==> config.mk <==
export PLATFORM = sky130hd
export DESIGN_NAME = calc_engine_flat
export DESIGN_NICKNAME = d
export VERILOG_FILES = /design/src/rtl/calc_engine_if.sv /design/src/rtl/calc_engine.sv /design/src/flat_wrapper.sv
export SDC_FILE = /design/constraint.sdc
export NUM_CORES = 1
export LEC_CHECK = 0
export CAP_MARGIN = 20
export CORE_MARGIN = 2
export CORE_UTILIZATION = 50
export CTS_BUF_LIST = sky130_fd_sc_hd__clkbuf_4 sky130_fd_sc_hd__clkbuf_8 sky130_fd_sc_hd__clkbuf_16
export DETAILED_ROUTE_END_ITERATION = 16
export PLACE_DENSITY = 0.83
export SYNTH_ARGS = -nofsm -noshare
export SYNTH_HDL_FRONTEND = slang
export SYNTH_SLANG_ARGS = --single-unit
==> constraint.sdc <==
create_clock -name clk -period 7.62 [get_ports clk]
set_clock_uncertainty 0.2 [all_clocks]
set_input_delay 0.762 -clock clk [delete_from_list [all_inputs] [get_ports clk]]
set_output_delay 0.762 -clock clk [all_outputs]
set_load 0.02 [all_outputs]
==> src/rtl/calc_engine_if.sv <==
// Command/result bus of the iterative calculator: one command channel and one
// result channel, each a valid/ready handshake.
//
// Handshake rule for both channels: a transfer happens on the rising clock edge
// where valid && ready are both high; the sender holds valid and its payload
// stable until that edge, and ready may depend combinationally on state only.
interface calc_engine_if #(
    parameter int WIDTH = 32
);
    logic               in_valid;
    logic               in_ready;
    logic [WIDTH-1:0]   op_a;
    logic [WIDTH-1:0]   op_b;
    logic [1:0]         op;
    logic               out_valid;
    logic               out_ready;
    logic [2*WIDTH-1:0] result;
    logic               div_by_zero;

    modport master (
        output in_valid, op_a, op_b, op, out_ready,
        input  in_ready, out_valid, result, div_by_zero
    );

    modport slave (
        input  in_valid, op_a, op_b, op, out_ready,
        output in_ready, out_valid, result, div_by_zero
    );
endinterface

==> src/rtl/calc_engine.sv <==
// Iterative unsigned calculator: single-cycle ADD/SUB, shift-add MUL and
// restoring DIV retiring one bit per clock, with remainder and divide-by-zero.
module calc_engine #(
    parameter int WIDTH = 32
) (
    input  logic        clk,
    input  logic        rst_n,
    calc_engine_if.slave bus,
    output logic [1:0]  dbg_state
);
    localparam int CW = $clog2(WIDTH + 1);

    localparam logic [1:0] OP_ADD = 2'b00;
    localparam logic [1:0] OP_SUB = 2'b01;
    localparam logic [1:0] OP_MUL = 2'b10;
    localparam logic [1:0] OP_DIV = 2'b11;

    typedef enum logic [1:0] {
        ST_IDLE = 2'd0,
        ST_MUL  = 2'd1,
        ST_DIV  = 2'd2,
        ST_DONE = 2'd3
    } state_t;

    state_t             state;
    logic [CW-1:0]      cnt;
    logic [WIDTH-1:0]   hi;
    logic [WIDTH-1:0]   lo;
    logic [WIDTH-1:0]   b_reg;
    logic [1:0]         op_reg;
    logic               out_valid;
    logic [2*WIDTH-1:0] result;
    logic               dbz;

    logic [WIDTH-1:0]   src_hi;
    logic [WIDTH-1:0]   src_lo;
    logic [WIDTH-1:0]   src_b;
    logic               step_mul;
    logic [WIDTH:0]     mul_sum;
    logic [WIDTH:0]     div_shift;
    logic [WIDTH:0]     div_diff;
    logic [WIDTH-1:0]   next_hi;
    logic [WIDTH-1:0]   next_lo;
    logic [2*WIDTH-1:0] add_sub;

    assign bus.in_ready    = (state == ST_IDLE);
    assign bus.out_valid   = out_valid;
    assign bus.result      = result;
    assign bus.div_by_zero = dbz;
    assign dbg_state       = state;

    // The first iteration runs on the accepting edge straight from the ports,
    // so W iterations finish W-1 edges later and out_valid is seen after W cycles.
    always_comb begin
        src_hi   = hi;
        src_lo   = lo;
        src_b    = b_reg;
        step_mul = (op_reg == OP_MUL);
        if (state == ST_IDLE) begin
            src_hi   = '0;
            src_lo   = bus.op_a;
            src_b    = bus.op_b;
            step_mul = (bus.op == OP_MUL);
        end

        // {hi,lo} is the product register for MUL and {remainder,quotient} for DIV.
        mul_sum   = {1'b0, src_hi} + (src_lo[0] ? {1'b0, src_b} : '0);
        div_shift = {src_hi, src_lo[WIDTH-1]};
        div_diff  = div_shift - {1'b0, src_b};

        if (step_mul) begin
            next_hi = mul_sum[WIDTH:1];
            next_lo = {mul_sum[0], src_lo[WIDTH-1:1]};
        end else if (!div_diff[WIDTH]) begin
            next_hi = div_diff[WIDTH-1:0];
            next_lo = {src_lo[WIDTH-2:0], 1'b1};
        end else begin
            next_hi = div_shift[WIDTH-1:0];
            next_lo = {src_lo[WIDTH-2:0], 1'b0};
        end

        add_sub = '0;
        if (bus.op == OP_SUB) begin
            add_sub[WIDTH:0] = {1'b0, bus.op_a} - {1'b0, bus.op_b};
        end else begin
            add_sub[WIDTH:0] = {1'b0, bus.op_a} + {1'b0, bus.op_b};
        end
    end

    always_ff @(posedge clk or negedge rst_n) begin
        if (!rst_n) begin
            state     <= ST_IDLE;
            cnt       <= '0;
            hi        <= '0;
            lo        <= '0;
            b_reg     <= '0;
            op_reg    <= OP_ADD;
            out_valid <= 1'b0;
            result    <= '0;
            dbz       <= 1'b0;
        end else begin
            case (state)
                ST_IDLE: begin
                    if (bus.in_valid) begin
                        hi     <= next_hi;
                        lo     <= next_lo;
                        b_reg  <= bus.op_b;
                        op_reg <= bus.op;
                        cnt    <= CW'(WIDTH);
                        dbz    <= 1'b0;
                        case (bus.op)
                            OP_ADD, OP_SUB: begin
                                result    <= add_sub;
                                out_valid <= 1'b1;
                                state     <= ST_DONE;
                            end
                            OP_MUL: state <= ST_MUL;
                            OP_DIV: begin
                                if (bus.op_b == '0) begin
                                    result    <= '0;
                                    dbz       <= 1'b1;
                                    out_valid <= 1'b1;
                                    state     <= ST_DONE;
                                end else begin
                                    state <= ST_DIV;
                                end
                            end
                            default: state <= ST_IDLE;
                        endcase
                    end
                end
                ST_MUL, ST_DIV: begin
                    hi  <= next_hi;
                    lo  <= next_lo;
                    cnt <= cnt - 1'b1;
                    if (cnt == CW'(2)) begin
                        result    <= {next_hi, next_lo};
                        out_valid <= 1'b1;
                        state     <= ST_DONE;
                    end
                end
                ST_DONE: begin
                    if (bus.out_ready) begin
                        out_valid <= 1'b0;
                        state     <= ST_IDLE;
                    end
                end
                default: state <= ST_IDLE;
            endcase
        end
    end
endmodule
==> src/flat_wrapper.sv <==
// flat-port wrapper written by rule: the top's interface ports become plain ports
module calc_engine_flat 
#(
    parameter int WIDTH = 32
)
  (clk, rst_n, dbg_state, bus_in_valid, bus_op_a, bus_op_b, bus_op, bus_out_ready, bus_in_ready, bus_out_valid, bus_result, bus_div_by_zero);
  calc_engine_if #(.WIDTH(WIDTH)) bus_i ();
  input  logic clk;
  input  logic rst_n;
  output logic [1:0] dbg_state;
  input wire logic [$bits(bus_i.in_valid)-1:0] bus_in_valid;
  input wire logic [$bits(bus_i.op_a)-1:0] bus_op_a;
  input wire logic [$bits(bus_i.op_b)-1:0] bus_op_b;
  input wire logic [$bits(bus_i.op)-1:0] bus_op;
  input wire logic [$bits(bus_i.out_ready)-1:0] bus_out_ready;
  output wire logic [$bits(bus_i.in_ready)-1:0] bus_in_ready;
  output wire logic [$bits(bus_i.out_valid)-1:0] bus_out_valid;
  output wire logic [$bits(bus_i.result)-1:0] bus_result;
  output wire logic [$bits(bus_i.div_by_zero)-1:0] bus_div_by_zero;
  assign bus_i.in_valid = bus_in_valid;
  assign bus_i.op_a = bus_op_a;
  assign bus_i.op_b = bus_op_b;
  assign bus_i.op = bus_op;
  assign bus_i.out_ready = bus_out_ready;
  assign bus_in_ready = bus_i.in_ready;
  assign bus_out_valid = bus_i.out_valid;
  assign bus_result = bus_i.result;
  assign bus_div_by_zero = bus_i.div_by_zero;
  calc_engine #(.WIDTH(WIDTH)) u_core (.clk(clk), .rst_n(rst_n), .bus(bus_i), .dbg_state(dbg_state));
endmodule
# Yosys cells after proc, flatten, opt, wreduce, memory -nomap -nowiden
# Index checks and enable logic that the tools add are counted.
[word_totals]
register_bits = 172
output_inout_bits = 69
wordCells = 73
[classes]
add_sub_neg = 5
n_eq_ne = 13
muxes = 35
n_reduce_logical = 11
[op_table]
columns = ["cell", "count"]
rows = [
  ["32-bit two-way mux", 9],
  ["64-bit case mux with 2 select lines", 2],
  ["64-bit two-way mux", 3],
  ["32-bit case mux with 2 select lines", 2],
  ["32-bit by 32-bit adder with 33-bit output", 1],
  ["32-bit by 33-bit adder with 33-bit output", 1],
  ["33-bit two-way mux", 1],
  ["32-bit by 32-bit subtractor with 33-bit output", 1],
  ["33-bit by 32-bit subtractor with 33-bit output", 1],
  ["32-bit zero test", 1],
  ["2-bit case mux with 3 select lines", 2],
  ["6-bit case mux with 2 select lines", 1],
  ["2-bit == test, second input constant", 5],
  ["5-bit AND reduction", 2],
  ["1-bit two-way mux", 9],
  ["6-bit by 2-bit == test with 1-bit output, second input constant", 1],
  ["2-bit two-way mux", 3],
  ["6-bit two-way mux", 1],
  ["6-bit by 1-bit subtractor with 6-bit output, second input constant", 1],
  ["2-bit by 1-bit == test with 1-bit output, second input constant", 2],
  ["2-bit zero test", 2],
  ["2-bit != test, second input constant", 2],
  ["2-bit AND reduction", 2],
  ["2-bit OR reduction", 2],
  ["7 further kinds", 7],
]

# Logic depth before layout (Yosys ltp)
[logic_depth]
ltp_word = 7
depth_mapped = 21

# Worst setup path after synthesis
# OpenSTA, ideal clock, no wires.
[synth_path]
kind = "reg2reg"
start = "register u_core.state[0] (netlist: u_core.dbg_state[0])"
end = "register u_core.hi[20]"
setup_ns = 0.125
arrival_ns = 5.393
required_ns = 7.295
slack_ns = 1.903
path_stages_with_launch = 21
path_cell_list = "dfrtp_1 > inv_1 > ha_1 > buf_2 > buf_2 > buf_1 > clkbuf_1 > buf_1 > mux2i_1 > ha_1 > buf_2 > a21oi_1 > o41ai_2 > or3_1 > a211oi_2 > o32ai_1 > a211oi_4 > buf_6 > mux2i_1 > a21oi_1 > mux2_2"
[synth_via]
elab_chain_cells = 7
elab_cells_between_ends = 18
classes_between = "add/sub (2); eq/ne (3); mux (9); reduce/logical (4)"
[synth_rtl]
columns = ["item", "line", "rtl"]
rows = [
  ["from (decl)", "calc_engine.sv:25", "state_t state;"],
  ["from (signal assigned)", "calc_engine.sv:92", "state <= ST_IDLE;"],
  ["from (signal assigned)", "calc_engine.sv:115", "state <= ST_DONE;"],
  ["from (signal assigned)", "calc_engine.sv:117", "OP_MUL: state <= ST_MUL;"],
  ["2-bit zero test *", "--", ""],
  ["named net bus_in_ready", "flat_wrapper.sv:16", "output wire logic [$bits(bus_i.in_ready)-1:0] bus_in_ready;"],
  ["32-bit two-way mux", "calc_engine.sv:59", "if (state == ST_IDLE) begin"],
  ["33-bit by 32-bit subtractor with 33-bit output or 32-bit two-way mux (tied branches)", "calc_engine.sv:69, calc_engine.sv:67", ""],
  ["32-bit two-way mux or 32-bit by 33-bit adder with 33-bit output (tied branches)", "calc_engine.sv:74, calc_engine.sv:67", ""],
  ["32-bit two-way mux", "calc_engine.sv:71", "if (step_mul) begin"],
  ["32-bit two-way mux", "calc_engine.sv:104", "if (bus.in_valid) begin"],
  ["32-bit case mux with 2 select lines", "calc_engine.sv:102", "case (state)"],
  ["to (signal assigned)", "calc_engine.sv:105", "hi <= next_hi;"],
  ["to (signal assigned)", "calc_engine.sv:133", "hi <= next_hi;"],
  ["to (decl)", "calc_engine.sv:27", "logic [WIDTH-1:0] hi;"],
]
# The timed path passes the listed nets; every way through them passes the cells marked *. The select of a mux whose other input is x is not followed.
# A chain may end at the register's enable or synchronous reset.

# Worst setup path in the final report
[layout_path]
start = "register u_core.state[0] (netlist: u_core.dbg_state[0])"
end = "register u_core.result[35] (netlist: u_core.bus.result[35])"
[layout_via]
elab_chain_cells = 7
elab_cells_between_ends = 21
classes_between = "add/sub (2); eq/ne (6); mux (9); reduce/logical (4)"
[layout_rtl]
columns = ["item", "line", "rtl"]
rows = [
  ["2-bit zero test", "calc_engine.sv:59, calc_engine.sv:102", ""],
  ["32-bit two-way mux", "calc_engine.sv:59", ""],
  ["33-bit by 32-bit subtractor with 33-bit output or 32-bit two-way mux (tied branches)", "calc_engine.sv:69, calc_engine.sv:67", ""],
  ["32-bit two-way mux or 32-bit by 33-bit adder with 33-bit output (tied branches)", "calc_engine.sv:74, calc_engine.sv:67", ""],
  ["32-bit two-way mux", "calc_engine.sv:71", ""],
  ["64-bit two-way mux", "calc_engine.sv:136", "if (cnt == CW'(2)) begin"],
  ["64-bit case mux with 2 select lines", "calc_engine.sv:102", ""],
  ["to (signal assigned)", "calc_engine.sv:113", "result <= add_sub;"],
  ["to (signal assigned)", "calc_engine.sv:137", "result <= {next_hi, next_lo};"],
  ["to (decl)", "calc_engine.sv:32", "logic [2*WIDTH-1:0] result;"],
]
# Several ways; a longest one is shown, not always the timed one. The select of a mux whose other input is x is not followed.

==> metrics <==
Hold Violations, Final 0; Worst Hold Depth 2; WL final 44100 um; Root Driver clkbuf_16; most used cell, CP buf_4; WL/cell 20.3 um; Max stage delay on crit path 0.67 ns; ANT nets after route 0; r2r worst-path depth 17; Worst setup startpoint u_core.dbg_state[0]; clk sink count 172; min-delay worst type reg -> reg; Core Area 28600 sq um; Starting Density 0.506; Gate Count Post-Synth 1701; # H-tree levels 4; Die X 174 um; CTS tree yes; TritonRoute pass-1 iters 6; Synthesized Nets 1875; outcome complete, no violations; Slew @ Worst Pin 1.08 ns; I/O pin total 139; CTS Buffer Depth 2; # diodes 0; DIE HEIGHT 174 um; Max Cap Violations 0; Avg Synthesized Cell Area 8.51 sq um; max-slew violation count 0; ys async rst share 1.00; Final setup viols 0; Distinct cells, synth 78; Avg Vias per Cell 6.18; fin crit share 0.785; share of cells above drive strength 1 0.0804; DR DRC count 0; min Tclk post-route 5.98 ns; Seq/Total Area, Yosys 0.297; Cell Pwr Density 476 nW/um^2; clk slew on worst S/H paths 0.07 ns; crit path launch type flip-flop; ys flop type dfrtp_1; CP arrival 6.08 ns; critical-path cell list inv_1, ha_4, buf_4, mux2i_1, ha_1, a21oi_1, o41ai_2, or3_1, a211oi_2, o32ai_1, a211oi_4, buf_4, buf_4, mux2i_1, nor2_1, a21oi_1, o21ai_1; Rel. slew slack 0.276; critical path class reg -> reg; most common cell after layout, fill and taps aside nand2_1; Leakage 7.54 nW; Crit Reg-Reg Startpoint u_core.dbg_state[0]; R2R Setup Slk 1.64 ns; crit end category flip-flop; Critical Path Slowest Stage Cell buf_4; CP required 7.72 ns; Row Count 62; worst vdd ir 0.301 mV; worst-skew pair later-pin latency 0.46 ns; CP max FO 44; IO Port Bufs 138; total chip power 7.96 mW; Final TNS setup 0 ns; Hold Crit Endpoint u_core.hi[8]; Overflow after GRT 0; final hold slack 0.269 ns; number of synthesized flops with an enable pin 0; first-pass GRT wire length 70100 um; Top reg by flops u_core.bus.result; Total Nets Final 1953; number of global-route vias before repair 13100; initial antenna violation count 0; GPL Wtd Cong 0.930; dpl hpwl 32700 um; area of the die 30300 sq um; cell area after synthesis 14500 sq um; reg2reg end u_core.bus.result[35]; pin count of the biggest net entering global routing 110; max reg flops 64; Peak Freq 167 MHz; #FFs+latches synth 172; area grow syn2layout 15.5%; number of DRC markers in iteration 0 1352; Yosys warnings 0; GRT Overall Usage 0.290; most frequent cells in the layout nand2_1 (263), dfrtp_1 (172), nor2_1 (151); Num CTS Buffers 17; vias 13500; Hold Crit Start u_core.hi[8]; RSZ-0062 raised after global routing false
-- cells in the mapped netlist, drive strengths merged (29+ instances only) --
cell type  instances  area, sq um
nor2             152          571
a21oi            122          614
xnor2             63          552
nand3             31          155
mux2              39          439
xor2              47          412
o21ai            121          606
a21o              58          435
clkbuf            71          267
inv               29          109
mux2i             61          611
nand2            263          987
nor2b             51          319
ha               101         1260
dfrtp            172         4300
-- worst max-delay path by stage --
| stage | end | cells after the start |
|---|---|---|
| floorplan | u_core.hi[20] | 20 |
| global placement | u_core.bus.result[35] | 17 |
| detailed placement | u_core.bus.result[36] | 17 |
| CTS | u_core.bus.result[35] | 17 |
| global route | u_core.bus.result[35] | 17 |
| finish | u_core.bus.result[35] | 17 |
-- layer usage --
metal,GRT usage,vias to the layer above,part of all wire
met5,0,-,0
met4,0.0882,0,0.023
met3,0.0503,80,0.070
met2,0.476,616,0.46
met1,0.393,6479,0.44
li1,-,6279,-
-- cell families (layout without fill, tap and decap cells) --
family,after synthesis,after routing,synth area share
and+or+nand+nor,590,590,0.182
AOI/OAI and AO/OA,470,470,0.211
DFF,172,172,0.297
muxes,128,128,0.116
buffers and inverters,127,218,0.0351
xor gates and xnor gates,110,110,0.0666
adders and majority gates,104,104,0.0915
-- report_power, final --
part           switching [mW]  internal (mW)
logic                    3.36           2.13
registers               0.250           1.33
clock network           0.414          0.470
-- critical path, delay by kind of cell, from the launching register on --
kind / cells / cell delay (ns)
compound gates: 7 / 1.75
fa+ha+maj: 2 / 0.94
buf+inv: 4 / 1.41
flops: 1 / 0.43
mux: 2 / 0.57
simple gates: 2 / 0.44
-- through the flow --
step	worst slack (ns)	instance area, sq um	std cells	util
6_report	1.64	16700	2176	0.584
5_1_grt	1.30	16700	2176	0.584
4_1_cts	1.67	16700	2174	0.582
3_5_place_dp	1.69	16100	2142	0.563
3_3_place_gp	1.89	16100	2142	0.563
2_1_floorplan	1.90	14500	1701	-
-- area by class of cell --
cell class	instances	area, sq um
multi-input cells	1402	9700
fillers	2495	11900
clock inverters	12	115
well taps	384	480
flip-flops and latches	172	4300
inverters	29	109
repair buffers	157	1550
clock buffers	20	454
-- timing repair --
item	4_1_cts	5_1_grt
hold buffers	0	1
resized for setup	0	0
setup endpoints to repair	0	0
hold endpoints to repair	0	11
buffers inserted	0	0
Power figures use the tool's default switching activity.
